$ cat src/rtl/seg_bcd_conv.sv
// seg_bcd_conv: sequential double-dabble binary-to-BCD converter feeding the 4-digit 7-segment scanner.
// Optional build macro SEG_BCD_SAT_EN: overflowed results saturate to 9999 with all dots lit.
module seg_bcd_conv #(
    parameter int WIDTH = 14
) (
    input  logic             clk,
    input  logic             nrst,
    input  logic [WIDTH-1:0] bin,
    input  logic [3:0]       dp_in,
    input  logic             start,
    output logic [15:0]      number,
    output logic [3:0]       dot,
    output logic             ovf,
    output logic             busy,
    output logic             done
);

    localparam int CW = $clog2(WIDTH + 1);

    localparam logic [1:0] ST_IDLE  = 2'd0;
    localparam logic [1:0] ST_SHIFT = 2'd1;
    localparam logic [1:0] ST_DONE  = 2'd2;

    logic [1:0]       state;
    logic [WIDTH-1:0] sr;
    logic [3:0]       dp_q;
    logic [19:0]      bcd;
    logic [CW-1:0]    cnt;

    logic [19:0]      bcd_adj;
    logic [19:0]      bcd_next;
    logic [WIDTH-1:0] sr_next;
    logic             ovf_c;

    // One double-dabble step: add 3 to every digit >= 5, then shift the whole chain left.
    always_comb begin
        bcd_adj = bcd;
        for (int i = 0; i < 5; i++) begin
            if (bcd[4*i +: 4] >= 4'd5) begin
                bcd_adj[4*i +: 4] = bcd[4*i +: 4] + 4'd3;
            end
        end
        {bcd_next, sr_next} = {bcd_adj, sr} << 1;
        // Second term cannot fire for valid BCD; kept so wider inputs stay safe.
        ovf_c = (bcd[19:16] != 4'd0) || (bcd[15:0] > 16'h9999);
    end

    always_ff @(posedge clk or negedge nrst) begin
        if (!nrst) begin
            state  <= ST_IDLE;
            sr     <= '0;
            dp_q   <= 4'b0000;
            bcd    <= 20'h00000;
            cnt    <= '0;
            number <= 16'h0000;
            dot    <= 4'b0000;
            ovf    <= 1'b0;
            busy   <= 1'b0;
            done   <= 1'b0;
        end else begin
            done <= 1'b0;
            case (state)
                ST_IDLE: begin
                    if (start) begin
                        sr    <= bin;
                        dp_q  <= dp_in;
                        bcd   <= 20'h00000;
                        cnt   <= CW'(WIDTH);
                        busy  <= 1'b1;
                        state <= ST_SHIFT;
                    end
                end
                ST_SHIFT: begin
                    bcd <= bcd_next;
                    sr  <= sr_next;
                    cnt <= cnt - CW'(1);
                    if (cnt == CW'(1)) begin
                        busy  <= 1'b0;
                        state <= ST_DONE;
                    end
                end
                ST_DONE: begin
`ifdef SEG_BCD_SAT_EN
                    if (ovf_c) begin
                        number <= 16'h9999;
                        dot    <= 4'b1111;
                    end else begin
                        number <= bcd[15:0];
                        dot    <= dp_q;
                    end
`else
                    number <= bcd[15:0];
                    dot    <= dp_q;
`endif
                    ovf   <= ovf_c;
                    done  <= 1'b1;
                    state <= ST_IDLE;
                end
                default: begin
                    busy  <= 1'b0;
                    state <= ST_IDLE;
                end
            endcase
        end
    end

endmodule

$ cat config.mk
export PLATFORM = sky130hd
export DESIGN_NAME = seg_bcd_conv
export DESIGN_NICKNAME = d
export VERILOG_FILES = /design/src/rtl/seg_bcd_conv.sv
export SDC_FILE = /design/constraint.sdc
export NUM_CORES = 1
export LEC_CHECK = 0
export ABC_AREA = 1
export ABC_CLOCK_PERIOD_IN_PS = 1590
export CAP_MARGIN = 20
export CORE_MARGIN = 2
export CORE_UTILIZATION = 50
export CTS_CLUSTER_SIZE = 28
export DETAILED_ROUTE_END_ITERATION = 10
export HOLD_SLACK_MARGIN = 0.06
export PLACE_DENSITY = 0.8
export SYNTH_ARGS = -nofsm -noshare
export SYNTH_HDL_FRONTEND = slang
export SYNTH_SLANG_ARGS = --single-unit
export TNS_END_PERCENT = 10
$ cat constraint.sdc
create_clock -name clk -period 1.59 [get_ports clk]
set_input_delay 0.159 -clock clk [delete_from_list [all_inputs] [get_ports clk]]
set_output_delay 0.159 -clock clk [all_outputs]
set_load 0.01 [all_outputs]
======== Word-level counts from Yosys, hierarchy flattened ========
Cells that the tools add are included.
Widths: inputs -> output; s select.
word-level totals
  flip-flop bits (word level) ............. 67
  output and inout port bits .............. 23
operators by class
  bitwise operators ....................... 1
  $add $sub $neg .......................... 6
  order comparisons ....................... 6
  reduce and logical (&&, ||, !) cells .... 8
  muxes and demuxes ....................... 18
  eq/ne operators ......................... 5
operator list
  cell                  number
  $pmux 20 s2           1
  $pmux 14 s2           1
  $ge 4x3->1 const B    5
  $mux 20               1
  $mux 4                5
  $add 4x2->4 const B   4
  $gt 16x16->1 const B  1
  $mux 14               1
  $pmux 4 s2            1
  $reduce_and 2->1      3
  $eq 4x1->1 const B    1
  $mux 2                2
  $ne 2x2->1 const B    2
  $pmux 2 s2            1
  $reduce_bool 4->1     1
  $sub 4x1->4 const B   1
  $add 3x2->3 const B   1
  $mux 1                3
  $mux 3                1
  $pmux 1 s3            1
  $reduce_and 3->1      1
  $eq 2x1->1 const B    1
  $eq 2x2->1 const B    1
  $logic_not 2->1       1
  other kinds (3)       3

======== Longest topological paths before layout ========
Gate-level depths: netlist (run 1).
  word-level depth ........................ 3
  depth in mapped cells ................... 9

======== Least setup slack after synthesis (run 1) ========
No wires, ideal clock.
  path kind ............................... register -> register
  start point ............................. register bcd[13]
  end point ............................... register bcd[13]
  cell stages (with the launch flop) ...... 10
  path slack .............................. 0.248 ns
  arrival time ............................ 1.265 ns
  setup time .............................. 0.076 ns
  data required time ...................... 1.514 ns
  clock period less this slack ............ 1.342 ns
  buffers on the path ..................... 0
  cells stage by stage .................... dfrtp_1 inv_1 ha_1 inv_1 or2_1 nand2_1 nand2_1 a21oi_1 o21ai_0 o21ai_1
on the way
  word-level cells in the longest chain between the ends .. 3
ends and longest elaborated chain
  what                    line  source
  start, declared         27    logic [19:0] bcd;
  start signal, assigned  74    bcd <= bcd_next;
  $ge 4x3->1              39    if (bcd[4*i +: 4] >= 4'd5) begin
  $mux 4                  39
  $pmux 20 s2             62    case (state)
Every way passes these cells.
A chain may end at the register's enable or synchronous reset.

======== Worst setup path in the final report (run 1) ========
  start point ............................. register bcd[4]
  end point ............................... register bcd[6]
on the way
  word-level cells in the longest chain between the ends .. 3
  elaborated cells between the ends (all ways) .. 4
ends and longest elaborated chain
  what                                              line
  $add 4x2->4 / $ge 4x3->1 (equally long branches)  40, 39
  $mux 4 *                                          39
  $pmux 20 s2 *                                     62
Every way passes the cells marked *; elsewhere a longest branch is shown, timed or not.

==> results of run 1 <==
-- repair_timing --
| action | 4_1_cts | 5_1_grt |
|---|---|---|
| resized for setup | 0 | 9 |
| endpoints found under the hold margin | 67 | 0 |
| setup endpoints to repair | 0 | 6 |
| hold buffers | 1 | 0 |
| buffers inserted | 0 | 3 |
-- flip-flops by register name (all words and copies together) (netlist names) --
| register | cells |
|---|---|
| number | 16 |
| bcd | 20 |
| state | 2 |
| done | 1 |
| dp_q | 4 |
| busy | 1 |
| cnt | 4 |
| dot | 4 |
| ovf | 1 |
| sr | 14 |
-- stage by stage --
step / power, mW / hold WS, ps
4_1_cts: 7.904 / 143.5
6_report: 7.991 / 144.8
3_3_place_gp: 6.265 / -18.80
5_1_grt: 8.632 / 155.4
2_1_floorplan: 5.263 / -136.6
3_5_place_dp: 6.455 / -21.19
-- critical path, cell delays in order (launching register included) --
cell,delay (ps)
dfrtp_1,410
inv_2,100
ha_2,190
inv_1,50
or2_1,220
nand2_1,80
nand2_2,80
a21oi_1,170
o21ai_1,80
o21ai_0,70
-- logic make-up after synthesis --
kind of cell	synth area share [%]
fa+ha+maj	5.206
flops	53.66
compound gates	18.06
xor+xnor	0.8412
buf+inv	7.289
simple gates	14.94
-- layer usage --
metal	global-route usage [%]	vias to the layer above	part of all wire, %
met2	34.75	59	50
met1	24.19	1186	44
met3	4.076	13	4.2
met4	10.43	0	1.8
met5	0	-	0
li1	-	1266	-
-- cell usage in the layout, fill, tap and decap left out, types with 2 or more instances in the layout --
cell / count
a21oi_1: 17
a22oi_1: 6
buf_12: 2
buf_4: 9
clkbuf_1: 2
clkbuf_8: 11
clkdlybuf4s50_1: 42
dfrtp_1: 67
ha_1: 11
ha_2: 2
inv_1: 31
inv_2: 9
nand2_1: 77
nand2_2: 3
nand3_1: 13
nor2_1: 11
nor3_1: 2
o211ai_1: 12
o21ai_0: 23
o21ai_1: 37
o22ai_1: 3
or2_1: 2
xor2_1: 3
-- cell type report --
type	instances	area [um2]	share of cell area [%]
multi-input combinational	229	1234	31.70
clock buffer	13	158.9	4.084
inverter	40	150.1	3.859
clock inverter	2	35.03	0.9003
sequential	67	1677	43.09
tap	75	93.84	2.412
timing repair buffer	55	543.0	13.95
-- worst paths after layout --
path,cells after the start,endpoint,slack [ps],startpoint
setup / recovery,9,bcd[6],80,bcd[4]
hold / removal,2,number[2],140,nrst
setup reg to reg,9,bcd[6],80,bcd[4]
hold reg to reg,2,dot[3],480,dot[3]
max in group asynchronous,3,bcd[19],1000,nrst
min in group clk,3,dp_q[2],340,dp_in[2]
-- synth_stat cells (all sizes together) --
master / count
and3: 1
a21o: 1
o31ai: 1
a21oi: 18
dfrtp: 67
nor2: 13
o22ai: 3
o21ai: 60
a22oi: 6
nor3: 2
xor2: 3
or2: 2
o211ai: 12
nand3: 13
buf: 13
nand2: 81
inv: 40
ha: 13
-- power groups by stage --
stage / sequential, mW / combinational, mW / clock, mW
after floorplan: 2.97 / 2.30 / 0
after global placement: 2.94 / 3.32 / 0
after detailed placement: 2.99 / 3.47 / 0
after CTS: 2.96 / 3.49 / 1.45
after global routing: 3.06 / 4.06 / 1.52
final: 2.98 / 3.59 / 1.42
==> flow_summary.toml, run 1 <==
[route]
via_to_cell_ratio = 5.247
ant_nets = 0
route.detailed.wl_per_inst_um = 14.23
vias = 2524
detail_route.wirelength_mm = 6.845
detailedRoute.firstIterationViolations = 143
dr.pass1.iters = 4
drc = 0

[yosys]
ys_seq_elements = 67
synth.area.top_cells = "dfrtp_1 54%, nand2_1 9.4%, o21ai_1 5.9%"
postSynthCellCount = 349
synth.top_cell.area_share_pct = 53.66
postSynthAreaPerCell_um2 = 8.952
yosysSeqAreaShare_pct = 53.66
synth.distinct_cells = 24
synthesis.area_um2 = 3124
synth_top_cell_by_area = "dfrtp_1"
postSynthNetCount = 383
synth.yosys.warnings = 0

[timing]
number_of_hold_violations_in_the_final_report = 0
timing.final.crit_period_ps = 1507
final.setup_skew_ps = 7.441
aggregate_negative_setup_slack_ps = 0
worst_slew_margin_relative_to_its_limit_pct = 62.18
fmax_mhz = 663.5
total_setup_violations_reported_at_the_end_of_the_flow = 0
grt_setup_unrepaired = "true"
max_slew.worst_pin.slew_ps = 566.5
final_count_of_pins_violating_max_slew = 0
fin_crit_sh_pct = 94.79
setup_ws_post_layout_ps = 82.90

[layout]
layout.nets = 436
area_growth_syn_to_layout_pct = 24.55
design_area_um2 = 3891
drive_above_1_share_pct = 10.84
fillCellCount = 494
stdcell_count = 481
layout_utilization_pct = 64.95
antenna-diode-count = 0

[hold_path]
worst_hold_path_type = "input pin to async pin"

[global_route]
first_pass_grt_wire_length_mm = 11.22
grt_antenna_before_repair = 0
grt_start_max_net_pins = 43
grt_pass1_vias = 2503
grt.total_usage_pct = 20.31
grt_overflow_total = 0

[clock_network]
tritoncts = "yes"
tritoncts_num_sinks = 67
clock_tree.buffer_depth = 2
clock_buffers_created_by_tritoncts = 9
cts.reportedPaths.clkPinSlew_ps = 70
clock_latency_ps = 350
clockRootBuffer = "clkbuf_8"
htreeDepth = 3

[power_and_ir_drop]
power_switching_mw = 3.190
p_per_area_nw_per_um2 = 2054
internal_power_mw = 4.801
power_frac_seq_pct = 37.3
leakage_component_of_the_power_nw = 1.830
switching_share_pct = 39.92
p_clk_share_pct = 17.7
vdd_drop_max_uv = 864.5
pwr-share-comb_pct = 45.0

[worst_setup_path]
critPathArrivalTime_ps = 1770
worst-endpoint-required_ps = 1860
worst-setup-path-type = "flip-flop to flip-flop"
worstPathMaxFanout = 4
worst_setup_sp_type = "flip-flop"
endpoint_kind = "flip-flop"

[run_status]
status = "finished clean"

[place]
post-dp-hpwl_mm = 4.594
gpl.final_weighted_congestion = 0.8176
post-place-cells = 462
place.port_buffers = 43
post-place-ws_ps = 40.69
post_dp_cell_area_um2 = 3651

[die]
initial_utilization_pct = 52.15
row_count = 28
i_o_pins = 44
die_ar_um2 = 6896
die_width_um = 83.05
dieHeight_um = 83.05
core_region_area_um2 = 5991

[job]
max_cap_viol_count = 0
Note: power is estimated with default switching activity, not from simulation.
==> run 2, diff against run 1 <==
ABC_CLOCK_PERIOD_IN_PS = default   (was 1590)
==> results of run 2 <==
The final DEF is identical to that of run 1; final timing and power are the same.
